$ cat src/rtl/core_pkg.sv
// Shared types and constants for the 9-bit ISA core.
// Latency: n/a (package only).
// Backpressure: n/a (package only).
package core_pkg;

    // Default widths for the core datapath.
    localparam int PC_W_DEF    = 10;
    localparam int INSTR_W_DEF = 9;

    // Encoding the decoder recognises as the halt instruction.
    localparam logic [INSTR_W_DEF-1:0] HALT_INSTR = 9'b010000000;

    // Sequencer control states.
    typedef enum logic [2:0] {
        ST_IDLE   = 3'd0,
        ST_FETCH  = 3'd1,
        ST_DECODE = 3'd2,
        ST_EXEC   = 3'd3,
        ST_MEM    = 3'd4,
        ST_WB     = 3'd5,
        ST_HALT   = 3'd6
    } seq_state_t;

    // The core is busy in every state except the two parked states.
    function automatic logic state_is_busy(input seq_state_t s);
        return !((s == ST_IDLE) || (s == ST_HALT));
    endfunction

endpackage

$ cat src/rtl/core_perf_counters.sv
// Saturating cycle and retired-instruction counters for the sequencer.
// Latency: counts visible one cycle after the qualifying event.
// Backpressure: none; counters hold at all-ones instead of wrapping.
module core_perf_counters (
    input  logic        clk,
    input  logic        rst_n,
    input  logic        i_clear,
    input  logic        i_cyc_inc,
    input  logic        i_instr_inc,
    output logic [31:0] o_cycle_count,
    output logic [31:0] o_instr_count
);

    logic [31:0] r_cycle_cnt;
    logic [31:0] r_instr_cnt;

    // Cycle counter: clears on start, otherwise counts busy cycles up to saturation.
    always_ff @(posedge clk or negedge rst_n) begin
        if (!rst_n) begin
            r_cycle_cnt <= '0;
        end else if (i_clear) begin
            r_cycle_cnt <= '0;
        end else if (i_cyc_inc && (r_cycle_cnt != 32'hFFFF_FFFF)) begin
            r_cycle_cnt <= r_cycle_cnt + 32'd1;
        end
    end

    // Instruction counter: clears on start, otherwise counts retirements up to saturation.
    always_ff @(posedge clk or negedge rst_n) begin
        if (!rst_n) begin
            r_instr_cnt <= '0;
        end else if (i_clear) begin
            r_instr_cnt <= '0;
        end else if (i_instr_inc && (r_instr_cnt != 32'hFFFF_FFFF)) begin
            r_instr_cnt <= r_instr_cnt + 32'd1;
        end
    end

    assign o_cycle_count = r_cycle_cnt;
    assign o_instr_count = r_instr_cnt;

endmodule

$ cat src/rtl/core_sequencer.sv
// Fetch/decode/execute sequencer owning PC and IR; optional perf counters under CORE_SEQ_PERF_EN.
// Latency: 4 cycles per instruction with immediate fetch ack, plus at least 1 for memory ops.
// Backpressure: waits indefinitely in FETCH for imem_ack and in MEM for dmem_ack; requests held stable.
module core_sequencer
    import core_pkg::*;
#(
    parameter int PC_W    = PC_W_DEF,
    parameter int INSTR_W = INSTR_W_DEF
) (
    input  logic               clk,
    input  logic               rst_n,
    input  logic               start,
    output logic               imem_req,
    output logic [PC_W-1:0]    imem_addr,
    input  logic               imem_ack,
    input  logic [INSTR_W-1:0] imem_rdata,
    output logic [INSTR_W-1:0] ir,
    input  logic               dec_branch_en,
    input  logic               dec_write_en,
    input  logic               dec_mem_read,
    input  logic               dec_mem_write,
    input  logic               dec_done,
    input  logic               branch_taken,
    input  logic [PC_W-1:0]    branch_target,
    output logic               dmem_req,
    output logic               dmem_we,
    input  logic               dmem_ack,
    output logic               reg_we,
    output logic [PC_W-1:0]    pc,
    output logic               busy,
    output logic               done
`ifdef CORE_SEQ_PERF_EN
    ,
    output logic [31:0]        cycle_count,
    output logic [31:0]        instr_count
`endif
);

    seq_state_t         r_state;
    logic [PC_W-1:0]    r_pc;
    logic [INSTR_W-1:0] r_ir;

    logic [PC_W-1:0]    w_pc_next;
    logic               w_take_branch;

    // Only a taken branch redirects; everything else falls through with natural wrap.
    assign w_take_branch = dec_branch_en && branch_taken;
    assign w_pc_next     = w_take_branch ? branch_target : (r_pc + PC_W'(1));

    // Control FSM: owns state, PC and IR; PC only moves in WB or on a (re)start.
    always_ff @(posedge clk or negedge rst_n) begin
        if (!rst_n) begin
            r_state <= ST_IDLE;
            r_pc    <= '0;
            r_ir    <= '0;
        end else begin
            case (r_state)
                ST_IDLE: begin
                    if (start) begin
                        r_pc    <= '0;
                        r_state <= ST_FETCH;
                    end
                end
                ST_FETCH: begin
                    if (imem_ack) begin
                        r_ir    <= imem_rdata;
                        r_state <= ST_DECODE;
                    end
                end
                ST_DECODE: begin
                    // Give the external decoder a full cycle to settle on the new IR.
                    r_state <= ST_EXEC;
                end
                ST_EXEC: begin
                    if (dec_done) begin
                        r_state <= ST_HALT;
                    end else if (dec_mem_read || dec_mem_write) begin
                        r_state <= ST_MEM;
                    end else begin
                        r_state <= ST_WB;
                    end
                end
                ST_MEM: begin
                    if (dmem_ack) begin
                        r_state <= ST_WB;
                    end
                end
                ST_WB: begin
                    r_pc    <= w_pc_next;
                    r_state <= ST_FETCH;
                end
                ST_HALT: begin
                    if (start) begin
                        r_pc    <= '0;
                        r_state <= ST_FETCH;
                    end
                end
                default: begin
                    r_state <= ST_IDLE;
                end
            endcase
        end
    end

    // Handshake and status outputs decode purely from the registered state so
    // no ack ever reaches an output combinationally.
    assign imem_req  = (r_state == ST_FETCH);
    assign imem_addr = r_pc;
    assign dmem_req  = (r_state == ST_MEM);
    assign dmem_we   = (r_state == ST_MEM) && dec_mem_write;
    assign reg_we    = (r_state == ST_WB) && dec_write_en;
    assign busy      = state_is_busy(r_state);
    assign done      = (r_state == ST_HALT);
    assign pc        = r_pc;
    assign ir        = r_ir;

`ifdef CORE_SEQ_PERF_EN
    logic w_start_accept;
    logic w_retire;

    // A start is only honoured from the parked states; it also restarts the counters.
    assign w_start_accept = start && ((r_state == ST_IDLE) || (r_state == ST_HALT));
    // Each writeback retires an instruction, as does the halt that ends the program.
    assign w_retire       = (r_state == ST_WB) || ((r_state == ST_EXEC) && dec_done);

    core_perf_counters u_perf (
        .clk           (clk),
        .rst_n         (rst_n),
        .i_clear       (w_start_accept),
        .i_cyc_inc     (busy),
        .i_instr_inc   (w_retire),
        .o_cycle_count (cycle_count),
        .o_instr_count (instr_count)
    );
`endif

endmodule

$ cat config.mk
export PLATFORM = sky130hd
export DESIGN_NAME = core_sequencer
export DESIGN_NICKNAME = d
export VERILOG_FILES = /design/src/rtl/core_pkg.sv /design/src/rtl/core_perf_counters.sv /design/src/rtl/core_sequencer.sv
export SDC_FILE = /design/constraint.sdc
export NUM_CORES = 1
export LEC_CHECK = 0
export ABC_AREA = 1
export ABC_CLOCK_PERIOD_IN_PS = 3400
export BUFFER_PORTS_ARGS = -buffer_cell sky130_fd_sc_hd__buf_2
export CORE_ASPECT_RATIO = 0.7
export CORE_MARGIN = 8
export CORE_UTILIZATION = 49
export CTS_CLUSTER_SIZE = 16
export DETAILED_ROUTE_END_ITERATION = 6
export PLACE_DENSITY = 0.88
export SYNTH_ARGS = -nofsm -noshare
export SYNTH_HDL_FRONTEND = slang
export SYNTH_SLANG_ARGS = --single-unit
$ cat constraint.sdc
create_clock -name clk -period 3.4 [get_ports clk]
set_input_delay 0.17 -clock clk [delete_from_list [all_inputs] [get_ports clk]]
set_output_delay 0.17 -clock clk [all_outputs]
set_load 0.02 [all_outputs]
### Yosys cells after proc, flatten, opt, wreduce, memory -nomap -nowiden

Cells that the tools add are included.

* add/sub/neg operators: 1
* equality and inequality tests: 9
* mux-type cells: 9
* reduce and logical (&&, ||, !) cells: 12

Operators by type and width (count)
* 10-bit two-way mux: 2
* 10-bit one-hot mux with 2 select lines: 1
* 3-bit one-hot mux with 6 select lines: 1
* 10-bit by 1-bit adder with 10-bit output, second input constant: 1
* 3-bit == test, second input constant: 3
* 3-bit two-way mux: 3
* 3-bit by 2-bit == test with 1-bit output, second input constant: 2
* 2-bit by 1-bit != test with 1-bit output, second input constant: 3
* 2-bit AND reduction: 2
* 3-bit by 1-bit == test with 1-bit output, second input constant: 1
* 1-bit logical AND: 3
* 3-bit zero test: 1
* 3-bit AND reduction: 1
* 1-bit logical OR: 2
* 2-bit two-way mux: 1
* 2-bit nonzero test: 1
* 2-bit OR reduction: 1
* 1-bit zero test: 1
* 1-bit two-way mux: 1

* register bits after elaboration: 22
* input bits: 30
* output and inout bits: 35
* logic and storage cells: 34

### Longest topological paths before layout

* word-level depth: 4
* depth in mapped cells: 8
* depth with buffers taken out: 8

### Worst setup path after synthesis

Ideal clock, no wire load.

* path type: register to register
* start: register r_pc[1], in the netlist imem_addr[1]
* end: register r_pc[8], in the netlist imem_addr[8]
* library setup time: 0.117 ns
* data arrival time: 1.277 ns
* required time: 3.283 ns
* slack: 2.006 ns
* stages on the path, launching flop included: 9
* path buffers: 0
* clock period less this slack: 1.394 ns
* cell sequence: dfrtp_1 > ha_1 > nand3_1 > nor2_1 > nand2_1 > nand2_1 > nand3_1 > nand2_1 > nand2_1

* word-level cells in the longest chain between the ends: 3

Ends and longest elaborated chain
* start, declared: RTL line core_sequencer.sv:40 `logic [PC_W-1:0] r_pc;`
* start signal, assigned: RTL line core_sequencer.sv:89 `r_pc <= w_pc_next;`
* 10-bit by 1-bit adder with 10-bit output: RTL line core_sequencer.sv:48 `assign w_pc_next = w_take_branch ? branch_target : (r_pc + PC_W'(1));`
* 10-bit two-way mux: RTL line core_sequencer.sv:48
* 10-bit one-hot mux with 2 select lines: RTL line core_sequencer.sv:57 `case (r_state)`

Every way passes these cells.
A chain may end at the register's enable or synchronous reset.

### Worst setup path after layout

* start: register r_state[1]
* end: output reg_we

* word-level cells in the longest chain between the ends: 2

Ends and longest elaborated chain
* start, declared: RTL line core_sequencer.sv:39 `seq_state_t r_state;`
* start signal, assigned: RTL line core_sequencer.sv:53 `r_state <= ST_IDLE;`
* start signal, assigned: RTL line core_sequencer.sv:61 `r_state <= ST_FETCH;`
* start signal, assigned: RTL line core_sequencer.sv:67 `r_state <= ST_DECODE;`
* 3-bit == test: RTL line core_sequencer.sv:111 `assign reg_we = (r_state == ST_WB) && dec_write_en;`
* 1-bit logical AND: RTL line core_sequencer.sv:111
* end, declared: RTL line core_sequencer.sv:28 `output logic reg_we,`

Every way passes these cells.

==> results.cfg <==
[yosys]
synth-seq-cells = 22
synth_flop_cell = dfrtp_1
synth.distinct_cells = 27
synthesis.area_mm2 = 0.001348
async_flop_share_pct = 100.0
syn_nets = 222
synth_edf_count = 0
synth_seq_area_share_pct = 40.85
syn_area_per_cell_um2 = 7.055
yosys_warnings = 0
synthCells = 191

[power]
power_switching_share_pct = 48.34
pwr-share-comb_pct = 51.3
ir_drop_mv = 0.4850
power_w = 0.001545
p_per_area_mw_per_mm2 = 911.9
pwr-share-seq_pct = 33.1
p_leak_nw = 1.003
pwr-share-clk_pct = 15.6
p_int_w = 0.0007981
power.switching_w = 0.0007468

[worst_setup_path]
cp-start-kind = flop
crit_path_end_kind = output port
crit_arrival_ns = 1.64
crit_required_ns = 3.23
path_class = reg -> out
crit_fanout = 12

[detailed_routing]
routed_via_density = 4.890
wl_um = 3474
drt-initial-drc-count = 70
vias = 1379
dr.pass1.iters = 4
routedWlPerCell_um = 12.32
drc = 0
ant_nets = 0

[cts]
cts-buffers-inserted = 3
clkSinkCount = 22
clock_latency_ns = 0.26
postCtsSetupBuffers = 0
clockRootBuffer = clkbuf_8
cts_tree = yes
clk_transition_reported_paths_ns = 0.08
hold_buffers = 1
cts_max_level = 1
clockBufferDepth = 2
post_cts_resized = 0

[cells_and_area]
antenna_cells = 0
drive_above_1_share_pct = 31.30
finish.utilization_pct = 62.69
final_area_mm2 = 0.001694
finalNonFillerCells = 282
syn_to_final_growth_pct = 25.72
nNetsFinal = 278

[grt]
grt_pass1_vias = 1286
antenna_found_initial = 0
grt_max_degree = 23
grt_pass1_wl_um = 5658
grt.total_usage_pct = 14.88
grt_overflow = 0

[die]
die_width_um = 78.68
die_y_um = 59.88
core-area_mm2 = 0.002703
io_pins = 65
rows = 16
die-area_mm2 = 0.004711
start_util_pct = 49.86

[placed_design]
gp_congestion = 0.8584
port_buffers = 64
hpwlAfterDp_um = 2739
placed_area_mm2 = 0.001613
placed_cells = 277

[timing]
clock_skew_ns = 0.0007428
fin_crit_ns = 1.807
hold_viol = 0
grt_setup_unrepaired = no
finalSetupViolCount = 0
fmax_mhz = 553.4
drv_slew = 0
relSlewSlack_pct = 54.09
max_slew.worst_pin.slew_ns = 0.6849
timing.final.crit_share_pct = 53.15
setup_tns_ns = 0

[flow_run]
maxCapViolCount = 0

[min_path]
hold_path_class = in -> reg

[status]
outcome = complete, no violations
-- cells in the mapped netlist, types with 2 or more instances --
library cell  number  area [µm²]
xnor2_1            3       26.28
o21ai_2            2       17.52
o21ai_0            7       35.03
dfrtp_1           22       550.5
nand2_1           61       229.0
nor2_1            23       86.33
inv_2              2       7.510
buf_4             10       75.07
o21ai_1            5       25.02
buf_2              2       10.01
inv_1             17       63.81
nand3_1           22       110.1
-- area by class of cell --
class / instances / area, µm²
repair buffers: 65 / 330.3
fillers: 262 / 1008
inverters: 20 / 77.57
clock inverters: 1 / 30.03
well taps: 36 / 45.04
clock buffers: 3 / 41.29
flip-flops and latches: 22 / 550.5
multi-input cells: 135 / 619.3
-- state kept, by name, summed over array words and instances (netlist names) --
register and flops:
r_state 3, imem_addr 10, ir 9
-- worst paths after layout --
| kind | slack (ns) | cells past startpoint | from | end |
|---|---|---|---|---|
| worst min register to register | 0.48 | 2 | ir[3]$_DFFE_PN0P_ | ir[3]$_DFFE_PN0P_ |
| max in group asynchronous | 2.68 | 2 | rst_n | imem_addr[8]$_DFFE_PN0P_ |
| min in group asynchronous | 0.39 | 2 | rst_n | imem_addr[2]$_DFFE_PN0P_ |
| worst max register to register | 1.66 | 4 | r_state[2]$_DFFE_PN0P_ | ir[2]$_DFFE_PN0P_ |
| worst max-delay path | 1.59 | 4 | r_state[1]$_DFFE_PN0P_ | reg_we |
| worst min-delay path | 0.14 | 3 | imem_rdata[3] | ir[3]$_DFFE_PN0P_ |
-- power by group through the flow --
stage / Clock (W) / Combinational, W / Sequential (W)
floorplan: 0 / 0.000489 / 0.000616
global placement: 0 / 0.000781 / 0.000509
detailed placement: 0 / 0.000801 / 0.000510
CTS: 0.000245 / 0.000805 / 0.000509
global route: 0.000257 / 0.000874 / 0.000531
finish: 0.000241 / 0.000793 / 0.000511
-- worst max-delay path: stages, from the launching register on --
cell and delay [ns]:
dfrtp_1 0.44, inv_1 0.13, nand3_1 0.42, nor2_1 0.20
buf_2 0.19
-- cell families (layout without fill, tap and decap cells) --
| kind of cell | Yosys count | count (layout) | synth area share [%] |
|---|---|---|---|
| and+or+nand+nor | 113 | 113 | 35.38 |
| adders and majority gates | 1 | 1 | 0.9284 |
| AOI/OAI and AO/OA | 18 | 18 | 7.707 |
| DFF | 22 | 22 | 40.85 |
| xor gates and xnor gates | 3 | 3 | 1.950 |
| buffers and inverters | 34 | 89 | 13.18 |
-- per-layer routing --
metal	track usage (%)	wire length (µm)
met1	18.10	1622
met2	23.29	1482
met3	6.757	346
met4	3.937	22
met5	0	0
-- metrics by stage --
stage	worst slack, ns	hold WS, ns
floorplan	2.006	-0.1256
global placement	1.779	0.1690
detailed placement	1.685	0.1667
CTS	1.602	0.1316
global route	1.490	0.1394
finish	1.593	0.1350
-- cell usage in the layout (no fill, tap or decap), types with 2 or more instances in the layout --
cell and instances:
buf_2 64, clkbuf_8 3, dfrtp_1 22, inv_1 17, inv_2 2, nand2_1 61
nand3_1 22, nor2_1 23, o21ai_0 7, o21ai_1 5, o21ai_2 2, xnor2_1 3
Power figures use the tool's default switching activity.
